--- src/rtl/fwd_pkg.sv ---
// fwd_pkg: shared constants, buffer state encoding and small helpers for the
// operand-forwarding selector (fwd_mux_sel / fwd_mux_pipe).
//
// Contents:
//   FWD_DEFAULT_WIDTH   default operand width
//   FWD_SRC_RF/MEM/WB   conventional source indices in the flattened bus
//   fwd_state_e         output buffer state, encoded as {main_valid, skid_valid}
//   fwd_main_valid()    main entry holds a beat
//   fwd_skid_valid()    skid entry holds a beat
package fwd_pkg;

    localparam int FWD_DEFAULT_WIDTH = 32;

    // Source 0 is the register-file value and doubles as the fallback for
    // select codes outside the populated range.
    localparam int FWD_SRC_RF  = 0;
    localparam int FWD_SRC_MEM = 1;
    localparam int FWD_SRC_WB  = 2;

    // Bit 1 = main entry valid, bit 0 = skid entry valid. Code 2'b01 has no
    // name because the skid can never be occupied while main is empty.
    typedef enum logic [1:0] {
        EMPTY = 2'b00,
        ONE   = 2'b10,
        TWO   = 2'b11
    } fwd_state_e;

    function automatic logic fwd_main_valid(input fwd_state_e state);
        return state[1];
    endfunction

    function automatic logic fwd_skid_valid(input fwd_state_e state);
        return state[0];
    endfunction

endpackage

--- src/rtl/fwd_mux_pipe_chk.sv ---
// fwd_mux_pipe_chk: simulation checker bound into fwd_mux_pipe.
// Watches the buffer state encoding and the ready/skid relationship, and,
// when FWD_MUX_SEL_CHK_EN is defined, flags accepted out-of-range selects.
//
// Ports:
//   clk_i, rst_i  clock and asynchronous active-high reset
//   state         buffer state {main_valid, skid_valid}
//   in_ready      registered ready presented upstream
//   accept        (FWD_MUX_SEL_CHK_EN only) beat accepted this cycle
//   sel_oob       (FWD_MUX_SEL_CHK_EN only) select of that beat is out of range
module fwd_mux_pipe_chk (
    input logic       clk_i,
    input logic       rst_i,
    input logic [1:0] state,
    input logic       in_ready
`ifdef FWD_MUX_SEL_CHK_EN
    ,
    input logic       accept,
    input logic       sel_oob
`endif
);

    // Skid can only hold a beat behind an occupied main entry.
    a_no_skid_only: assert property (@(posedge clk_i) disable iff (rst_i)
        state != 2'b01)
        else $error("fwd_mux_pipe: skid valid while main empty");

    // Upstream ready is exactly the inverse of skid occupancy.
    a_ready_tracks_skid: assert property (@(posedge clk_i) disable iff (rst_i)
        in_ready == !state[0])
        else $error("fwd_mux_pipe: in_ready disagrees with skid state");

`ifdef FWD_MUX_SEL_CHK_EN
    // Report each accepted beat carrying an out-of-range select.
    always_ff @(posedge clk_i) begin
        if (!rst_i) begin
            a_sel_in_range: assert (!(accept && sel_oob))
                else $warning("fwd_mux_pipe: accepted out-of-range select");
        end
    end
`endif

endmodule

--- src/rtl/fwd_mux_sel.sv ---
// fwd_mux_sel: purely combinational NUM_SRC-way operand selector.
// Any select code at or above NUM_SRC falls back to the register-file source,
// so every code produces a defined result.
//
// Ports:
//   src_data  in   NUM_SRC*WIDTH  flattened sources, source k at [k*WIDTH +: WIDTH]
//   select    in   SEL_W          binary source select
//   sel_data  out  WIDTH          selected source
module fwd_mux_sel
    import fwd_pkg::*;
#(
    parameter int  WIDTH   = FWD_DEFAULT_WIDTH,
    parameter int  NUM_SRC = 3,
    localparam int SEL_W   = $clog2(NUM_SRC)
) (
    input  logic [NUM_SRC*WIDTH-1:0] src_data,
    input  logic [SEL_W-1:0]         select,
    output logic [WIDTH-1:0]         sel_data
);

    logic [31:0]      sel_ext_s;
    logic [SEL_W-1:0] idx_s;

    // Clamp the select to a populated source, then pick that slice.
    always_comb begin
        sel_ext_s = 32'(select);
        idx_s     = (sel_ext_s < 32'(NUM_SRC)) ? select : SEL_W'(FWD_SRC_RF);
        sel_data  = src_data[idx_s * WIDTH +: WIDTH];
    end

endmodule

--- src/rtl/fwd_mux_pipe.sv ---
// fwd_mux_pipe: operand-forwarding selector with registered output behind a
// valid/ready handshake and a one-entry skid buffer.
//
// Optional feature macro: FWD_MUX_SEL_CHK_EN adds sticky sel_err_o, set after
// any accepted beat whose select is >= NUM_SRC, cleared only by rst_i.
//
// Ports:
//   clk_i        in   1              clock, rising edge
//   rst_i        in   1              asynchronous active-high reset
//   in_valid_i   in   1              upstream beat valid
//   in_ready_o   out  1              block can accept a beat (registered)
//   data_i       in   NUM_SRC*WIDTH  flattened sources
//   select_i     in   SEL_W          forwarding select, sampled with the beat
//   flush_i      in   1              synchronous flush of all held beats
//   out_valid_o  out  1              data_o holds a valid operand
//   out_ready_i  in   1              downstream accepts data_o
//   data_o       out  WIDTH          selected, registered operand
//   sel_err_o    out  1              (FWD_MUX_SEL_CHK_EN only) sticky select error
module fwd_mux_pipe
    import fwd_pkg::*;
#(
    parameter int  WIDTH   = FWD_DEFAULT_WIDTH,
    parameter int  NUM_SRC = 3,
    localparam int SEL_W   = $clog2(NUM_SRC)
) (
    input  logic                     clk_i,
    input  logic                     rst_i,
    input  logic                     in_valid_i,
    output logic                     in_ready_o,
    input  logic [NUM_SRC*WIDTH-1:0] data_i,
    input  logic [SEL_W-1:0]         select_i,
    input  logic                     flush_i,
    output logic                     out_valid_o,
    input  logic                     out_ready_i,
    output logic [WIDTH-1:0]         data_o
`ifdef FWD_MUX_SEL_CHK_EN
    ,
    output logic                     sel_err_o
`endif
);

    fwd_state_e       state_r;
    fwd_state_e       state_next_s;
    logic             in_ready_r;
    logic [WIDTH-1:0] main_data_r;
    logic [WIDTH-1:0] skid_data_r;
    logic [WIDTH-1:0] sel_data_s;
    logic             accept_s;
    logic             emit_s;
    logic             load_main_s;
    logic             load_skid_s;
    logic             skid_to_main_s;

    fwd_mux_sel #(
        .WIDTH   (WIDTH),
        .NUM_SRC (NUM_SRC)
    ) u_sel (
        .src_data (data_i),
        .select   (select_i),
        .sel_data (sel_data_s)
    );

    // Next-state and datapath load enables; flush wins over accept and emit.
    always_comb begin
        accept_s       = in_valid_i & in_ready_r;
        emit_s         = fwd_main_valid(state_r) & out_ready_i;
        state_next_s   = state_r;
        load_main_s    = 1'b0;
        load_skid_s    = 1'b0;
        skid_to_main_s = 1'b0;
        if (flush_i) begin
            state_next_s = EMPTY;
        end else begin
            case (state_r)
                EMPTY: begin
                    if (accept_s) begin
                        state_next_s = ONE;
                        load_main_s  = 1'b1;
                    end else begin
                        state_next_s = EMPTY;
                    end
                end
                ONE: begin
                    if (accept_s && emit_s) begin
                        state_next_s = ONE;
                        load_main_s  = 1'b1;
                    end else if (emit_s) begin
                        state_next_s = EMPTY;
                    end else if (accept_s) begin
                        state_next_s = TWO;
                        load_skid_s  = 1'b1;
                    end else begin
                        state_next_s = ONE;
                    end
                end
                TWO: begin
                    // in_ready is low here, so only the emit path matters.
                    if (emit_s) begin
                        state_next_s   = ONE;
                        skid_to_main_s = 1'b1;
                    end else begin
                        state_next_s = TWO;
                    end
                end
                default: begin
                    state_next_s = EMPTY;
                end
            endcase
        end
    end

    // Buffer state and registered upstream ready (high whenever skid is free).
    always_ff @(posedge clk_i or posedge rst_i) begin
        if (rst_i) begin
            state_r    <= EMPTY;
            in_ready_r <= 1'b1;
        end else begin
            state_r    <= state_next_s;
            in_ready_r <= !fwd_skid_valid(state_next_s);
        end
    end

    // Operand storage; main is left untouched on flush so data_o is not cleared.
    always_ff @(posedge clk_i or posedge rst_i) begin
        if (rst_i) begin
            main_data_r <= {WIDTH{1'b0}};
            skid_data_r <= {WIDTH{1'b0}};
        end else begin
            if (load_main_s) begin
                main_data_r <= sel_data_s;
            end else if (skid_to_main_s) begin
                main_data_r <= skid_data_r;
            end
            if (load_skid_s) begin
                skid_data_r <= sel_data_s;
            end
        end
    end

    assign in_ready_o  = in_ready_r;
    assign out_valid_o = fwd_main_valid(state_r);
    assign data_o      = main_data_r;

`ifdef FWD_MUX_SEL_CHK_EN
    logic sel_oob_s;
    logic sel_err_r;

    assign sel_oob_s = (32'(select_i) >= 32'(NUM_SRC));

    // Sticky select-error flag; only reset clears it.
    always_ff @(posedge clk_i or posedge rst_i) begin
        if (rst_i) begin
            sel_err_r <= 1'b0;
        end else if (accept_s && sel_oob_s) begin
            sel_err_r <= 1'b1;
        end
    end

    assign sel_err_o = sel_err_r;
`endif

    fwd_mux_pipe_chk u_chk (
        .clk_i    (clk_i),
        .rst_i    (rst_i),
        .state    (state_r),
        .in_ready (in_ready_r)
`ifdef FWD_MUX_SEL_CHK_EN
        ,
        .accept   (accept_s),
        .sel_oob  (sel_oob_s)
`endif
    );

endmodule

--- config.mk ---
export PLATFORM = sky130hd
export DESIGN_NAME = fwd_mux_pipe
export DESIGN_NICKNAME = d
export VERILOG_FILES = /design/src/rtl/fwd_pkg.sv /design/src/rtl/fwd_mux_pipe_chk.sv /design/src/rtl/fwd_mux_sel.sv /design/src/rtl/fwd_mux_pipe.sv
export SDC_FILE = /design/constraint.sdc
export NUM_CORES = 1
export LEC_CHECK = 0
export ABC_AREA = 1
export BUFFER_PORTS_ARGS = -buffer_cell sky130_fd_sc_hd__buf_2
export CAP_MARGIN = 15
export CORE_MARGIN = 1.5
export CORE_UTILIZATION = 25
export CTS_BUF_LIST = sky130_fd_sc_hd__clkbuf_4
export DETAILED_ROUTE_END_ITERATION = 16
export GPL_TIMING_DRIVEN = 0
export HOLD_SLACK_MARGIN = 0.05
export PLACE_DENSITY = 0.48
export SYNTH_ARGS = -nofsm -noshare
export SYNTH_HDL_FRONTEND = slang
export SYNTH_SLANG_ARGS = --single-unit
--- constraint.sdc ---
create_clock -name clk_i -period 2.2 [get_ports clk_i]
set_input_delay 0.44 -clock clk_i [delete_from_list [all_inputs] [get_ports clk_i]]
set_output_delay 0.44 -clock clk_i [all_outputs]
set_load 0.02 [all_outputs]
After elaboration in Yosys (flattened, before gate mapping)
Index checks and enable logic that the tools add are counted.
{"block": "totals", "ff_bits": 67, "inputBits": 103, "elab_cells": 35}
{"block": "op_classes", "n_lt_le_gt_ge": 1, "eq_ne": 2, "n_shift": 1, "mux": 21, "bitwise": 2, "n_reduce_logical": 4}
{"op": "indexed part select 96 x 8 -> 32 bit", "count": 1}
{"op": "2-to-1 mux 32 bit", "count": 2}
{"op": "2-to-1 mux 1 bit", "count": 12}
{"op": "2-to-1 mux 2 bit", "count": 5}
{"op": "one-hot mux 2 bit (3 select lines)", "count": 1}
{"op": "== test 2 bit (second input constant)", "count": 2}
{"op": "bitwise AND 1 bit", "count": 2}
{"op": "zero test 2 bit", "count": 1}
{"op": "less-than comparator 2 bit (second input constant)", "count": 1}
{"op": "one-hot mux 1 bit (2 select lines)", "count": 1}
{"op": "nonzero test 2 bit", "count": 1}
{"op": "logical AND 1 bit", "count": 1}
{"op": "zero test 1 bit", "count": 1}

Longest topological paths before layout
{"block": "depth", "word_depth": 7, "depth_mapped": 9, "depth_no_buf": 7}

Hierarchy
A second synthesis with hierarchy kept.
{"block": "unflattened", "cells_unflattened": 640, "hier_area_um2": 4232.8}
{"mod": "fwd_mux_pipe", "instances": 1, "cells_each": 395, "area_each_um2": 3160.5}
{"mod": "fwd_mux_sel", "instances": 1, "cells_each": 245, "area_each_um2": 1072.3}

Worst setup path before layout
OpenSTA, ideal clock, no wires.
{"block": "synth_timing", "path_type": "register to register", "start": "register in_ready_r, in the netlist in_ready_o", "end": "register main_data_r[0], in the netlist data_o[0]", "arrival_time_ps": 1283, "t_required_ps": 2084, "path_slack_ps": 801, "stages_incl_launch_ff": 9, "path_buffers": 1, "synth_period_minus_slack_ps": 1399, "path_cell_list": "dfstp_2 > nand2_1 > inv_1 > nand2_4 > nor2_4 > buf_4 > nand3_1 > nand2_1 > nand2_1"}
{"block": "synth_via", "elab_chain_len": 6}
{"element": "start, declared", "line": "fwd_mux_pipe.sv:44", "text": "logic in_ready_r;"}
{"element": "start signal, assigned", "line": "fwd_mux_pipe.sv:119", "text": "in_ready_r <= !fwd_skid_valid(state_next_s);"}
{"element": "bitwise AND 1 bit (*)", "line": "fwd_mux_pipe.sv:65", "text": "accept_s = in_valid_i & in_ready_r;"}
{"element": "logical AND 1 bit", "line": "fwd_mux_pipe.sv:84", "text": "if (accept_s && emit_s) begin"}
{"element": "2-to-1 mux 1 bit", "line": "fwd_mux_pipe.sv:84"}
{"element": "one-hot mux 1 bit (2 select lines) (*)", "line": "fwd_mux_pipe.sv:74", "text": "case (state_r)"}
{"element": "2-to-1 mux 1 bit (*)", "line": "fwd_mux_pipe.sv:71", "text": "if (flush_i) begin"}
{"element": "2-to-1 mux 32 bit / nonzero test 2 bit (equally long branches)"}
{"element": "end signal, assigned", "line": "fwd_mux_pipe.sv:126", "text": "main_data_r <= {WIDTH{1'b0}};"}
{"element": "end signal, assigned", "line": "fwd_mux_pipe.sv:130", "text": "main_data_r <= sel_data_s;"}
{"element": "end signal, assigned", "line": "fwd_mux_pipe.sv:132", "text": "main_data_r <= skid_data_r;"}
{"element": "end, declared", "line": "fwd_mux_pipe.sv:45", "text": "logic [WIDTH-1:0] main_data_r;"}
Mark *: on every way between the ends. The rest lies on a longest branch, timed or not.
A chain may end at the register's enable or synchronous reset.

Worst setup path after layout
{"block": "layout_timing", "start": "register state_r[1]", "end": "output port out_valid_o"}
{"element": "start, declared", "line": "fwd_mux_pipe.sv:42", "text": "fwd_state_e state_r;"}
{"element": "start signal, assigned", "line": "fwd_mux_pipe.sv:118", "text": "state_r <= state_next_s;"}
{"element": "end, declared", "line": "fwd_mux_pipe.sv:33", "text": "output logic out_valid_o,"}
No word-level cell between the ends.

==> flow_metrics.env <==
export IMPL_status="finished clean"
export IMPL_worstPathRequired_ps=1760
export IMPL_grt_max_degree=68
export IMPL_numCtsBuffers=9
export IMPL_syn_nets=647
export IMPL_ys_warn_count=0
export IMPL_dpl_cell_count=867
export IMPL_ir_worst_vdd_v=0.0002434
export IMPL_die_height_um=127.9
export IMPL_fin_area_um2=4918
export IMPL_syn_to_final_growth_pct=26.20
export IMPL_skew_ps=23.97
export IMPL_worst_slew_pin_slew_ps=861.4
export IMPL_die_x_um=127.9
export IMPL_ys_seq_elements=67
export IMPL_cp_max_fo=5
export IMPL_vias=4008
export IMPL_layout_common_cells="179 x nand2_1, 151 x buf_2, 147 x nand3_1"
export IMPL_rsz0062_at_grt="no"
export IMPL_cts_tree="built"
export IMPL_netlist_area_um2=3897
export IMPL_rows=45
export IMPL_period_share_pct=72.71
export IMPL_die_area_um2=16350
export IMPL_cts_resized=0
export IMPL_start_util_pct=25.64
export IMPL_nets=793
export IMPL_finalPower_mw=3.351
export IMPL_antenna_left=0
export IMPL_drtIter0Drc=196
export IMPL_r2r_cells=6
export IMPL_drive_gt1_share_pct=29.21
export IMPL_cap_violations=0
export IMPL_setup_tns_ps=0
export IMPL_viasPerCell=4.539
export IMPL_grt_use_total_pct=15.96
export IMPL_cts_setup_buffers=0
export IMPL_antenna_found_initial=1
export IMPL_portBuffers=135
export IMPL_drt_wl_total_um=12670
export IMPL_cpLargestDelayFamily="flip-flops"
export IMPL_arrival_ps=1160
export IMPL_timing_fmax_ghz=0.6251
export IMPL_relSlewSlack_pct=42.57
export IMPL_cts_sinks=67
export IMPL_mostFrequentLayoutCell="nand2_1"
export IMPL_routabilityCongestion=0.7485
export IMPL_antenna_cells=0
export IMPL_clk_path_buf_depth=2
export IMPL_power_leakage_nw=2.748
export IMPL_h_tree_depth=3
export IMPL_crit_slowest_cell="dfrtp_1"
export IMPL_fin_util_pct=32.35
export IMPL_path_clk_slew_ps=110
export IMPL_yosys_cell_types_count=22
export IMPL_start_kind="flop"
export IMPL_setup_viol=0
export IMPL_hold_class="primary input to asynchronous set/reset pin"
export IMPL_hold_viol=0
export IMPL_crit_path_max_incr_delay_ps=500
export IMPL_wire_per_inst_um=14.35
export IMPL_worst_path_buf_inv=1
export IMPL_first_pass_iters=5
export IMPL_slew_viol_final=0
export IMPL_grt_pass1_vias=3922
export IMPL_cts_root_buffer="clkbuf_4"
export IMPL_pwr_density_cell_nw_per_um2=681.3
export IMPL_path_cells="buf_2"
export IMPL_syn_avg_cell_area_um2=7.164
export IMPL_coreArea_um2=15200
export IMPL_post_synth_inst_count=544
export IMPL_dp_hpwl_um=9371
export IMPL_path_class="flop to primary output"
export IMPL_clkLatencyLatePin_ps=450
export IMPL_grt_pass1_wl_um=19820
export IMPL_hold_buffers=0
export IMPL_fin_cells=883
export IMPL_drc=0
export IMPL_cp_end_kind="primary output"
export IMPL_seq_area_frac_synth_pct=43.05
export IMPL_ios=137
export IMPL_path_depth=1
export IMPL_grt_ovfl_total=0
export IMPL_post_dp_cell_area_um2=4811
export IMPL_period_needed_ps=1600
logic make-up after synthesis:
kind of cell / count (synthesis) / synth area share, %
flops: 67 / 43.05
compound gates: 33 / 4.237
buf+inv: 94 / 11.40
simple gates: 350 / 41.32
registers in the layout, summed over array words and instances, names as in the netlist:
signal,count
in_ready_o,1
state_r,2
skid_data_r,32
data_o,32
through the flow:
step	worst slack (ps)	hold slack, ps
2_1_floorplan	78.50	449.7
3_3_place_gp	-961.5	462.0
3_5_place_dp	545.4	461.2
4_1_cts	552.7	172.8
5_1_grt	503.3	214.6
6_report	600.4	160.5
path summary, 6_finish.rpt:
path,start,end,slack (ps)
min in group clk_i,in_valid_i,state_r[0],310
min reg2reg,data_o[8],data_o[8],490
max,state_r[1],out_valid_o,600
max in group asynchronous,rst_i,data_o[2],1470
max reg2reg,in_ready_o,skid_data_r[24],610
min,rst_i,data_o[22],160
cells in the mapped netlist (all sizes together):
cell type | instances | share of area (%)
inv | 61 | 5.9
clkbuf | 6 | 0.67
nand2 | 182 | 18
or2 | 16 | 2.6
dfstp | 1 | 0.67
o21ai | 32 | 4.1
nand3 | 148 | 19
a21oi | 1 | 0.13
nand4 | 1 | 0.55
nor2 | 3 | 1.1
dfrtp | 66 | 42
buf | 27 | 4.8
power by group:
part / internal, mW / switching (mW) / leakage, nW
clock network: 0.260 / 0.453 / 0.0662
logic: 0.368 / 0.616 / 1.87
registers: 1.52 / 0.138 / 0.815
routing by layer:
layer,vias to the layer above,part of all wire (%),global-route usage (%)
li1,2034,-,-
met1,1828,46,20.02
met2,132,47,26.63
met3,12,6.4,4.967
met4,2,1.1,4.164
met5,-,0.10,0
cell type report:
type                       count  area [µm²]
clock inverter                 4       17.52
inverter                      61       231.5
buffer                        33       215.2
tap                          188       235.2
multi-input combinational    383        1775
sequential                    67        1678
timing repair buffer         135       675.6
fill                        1672       10280
clock buffer                  12       90.09
No activity file was read; power rests on OpenSTA's default activity.
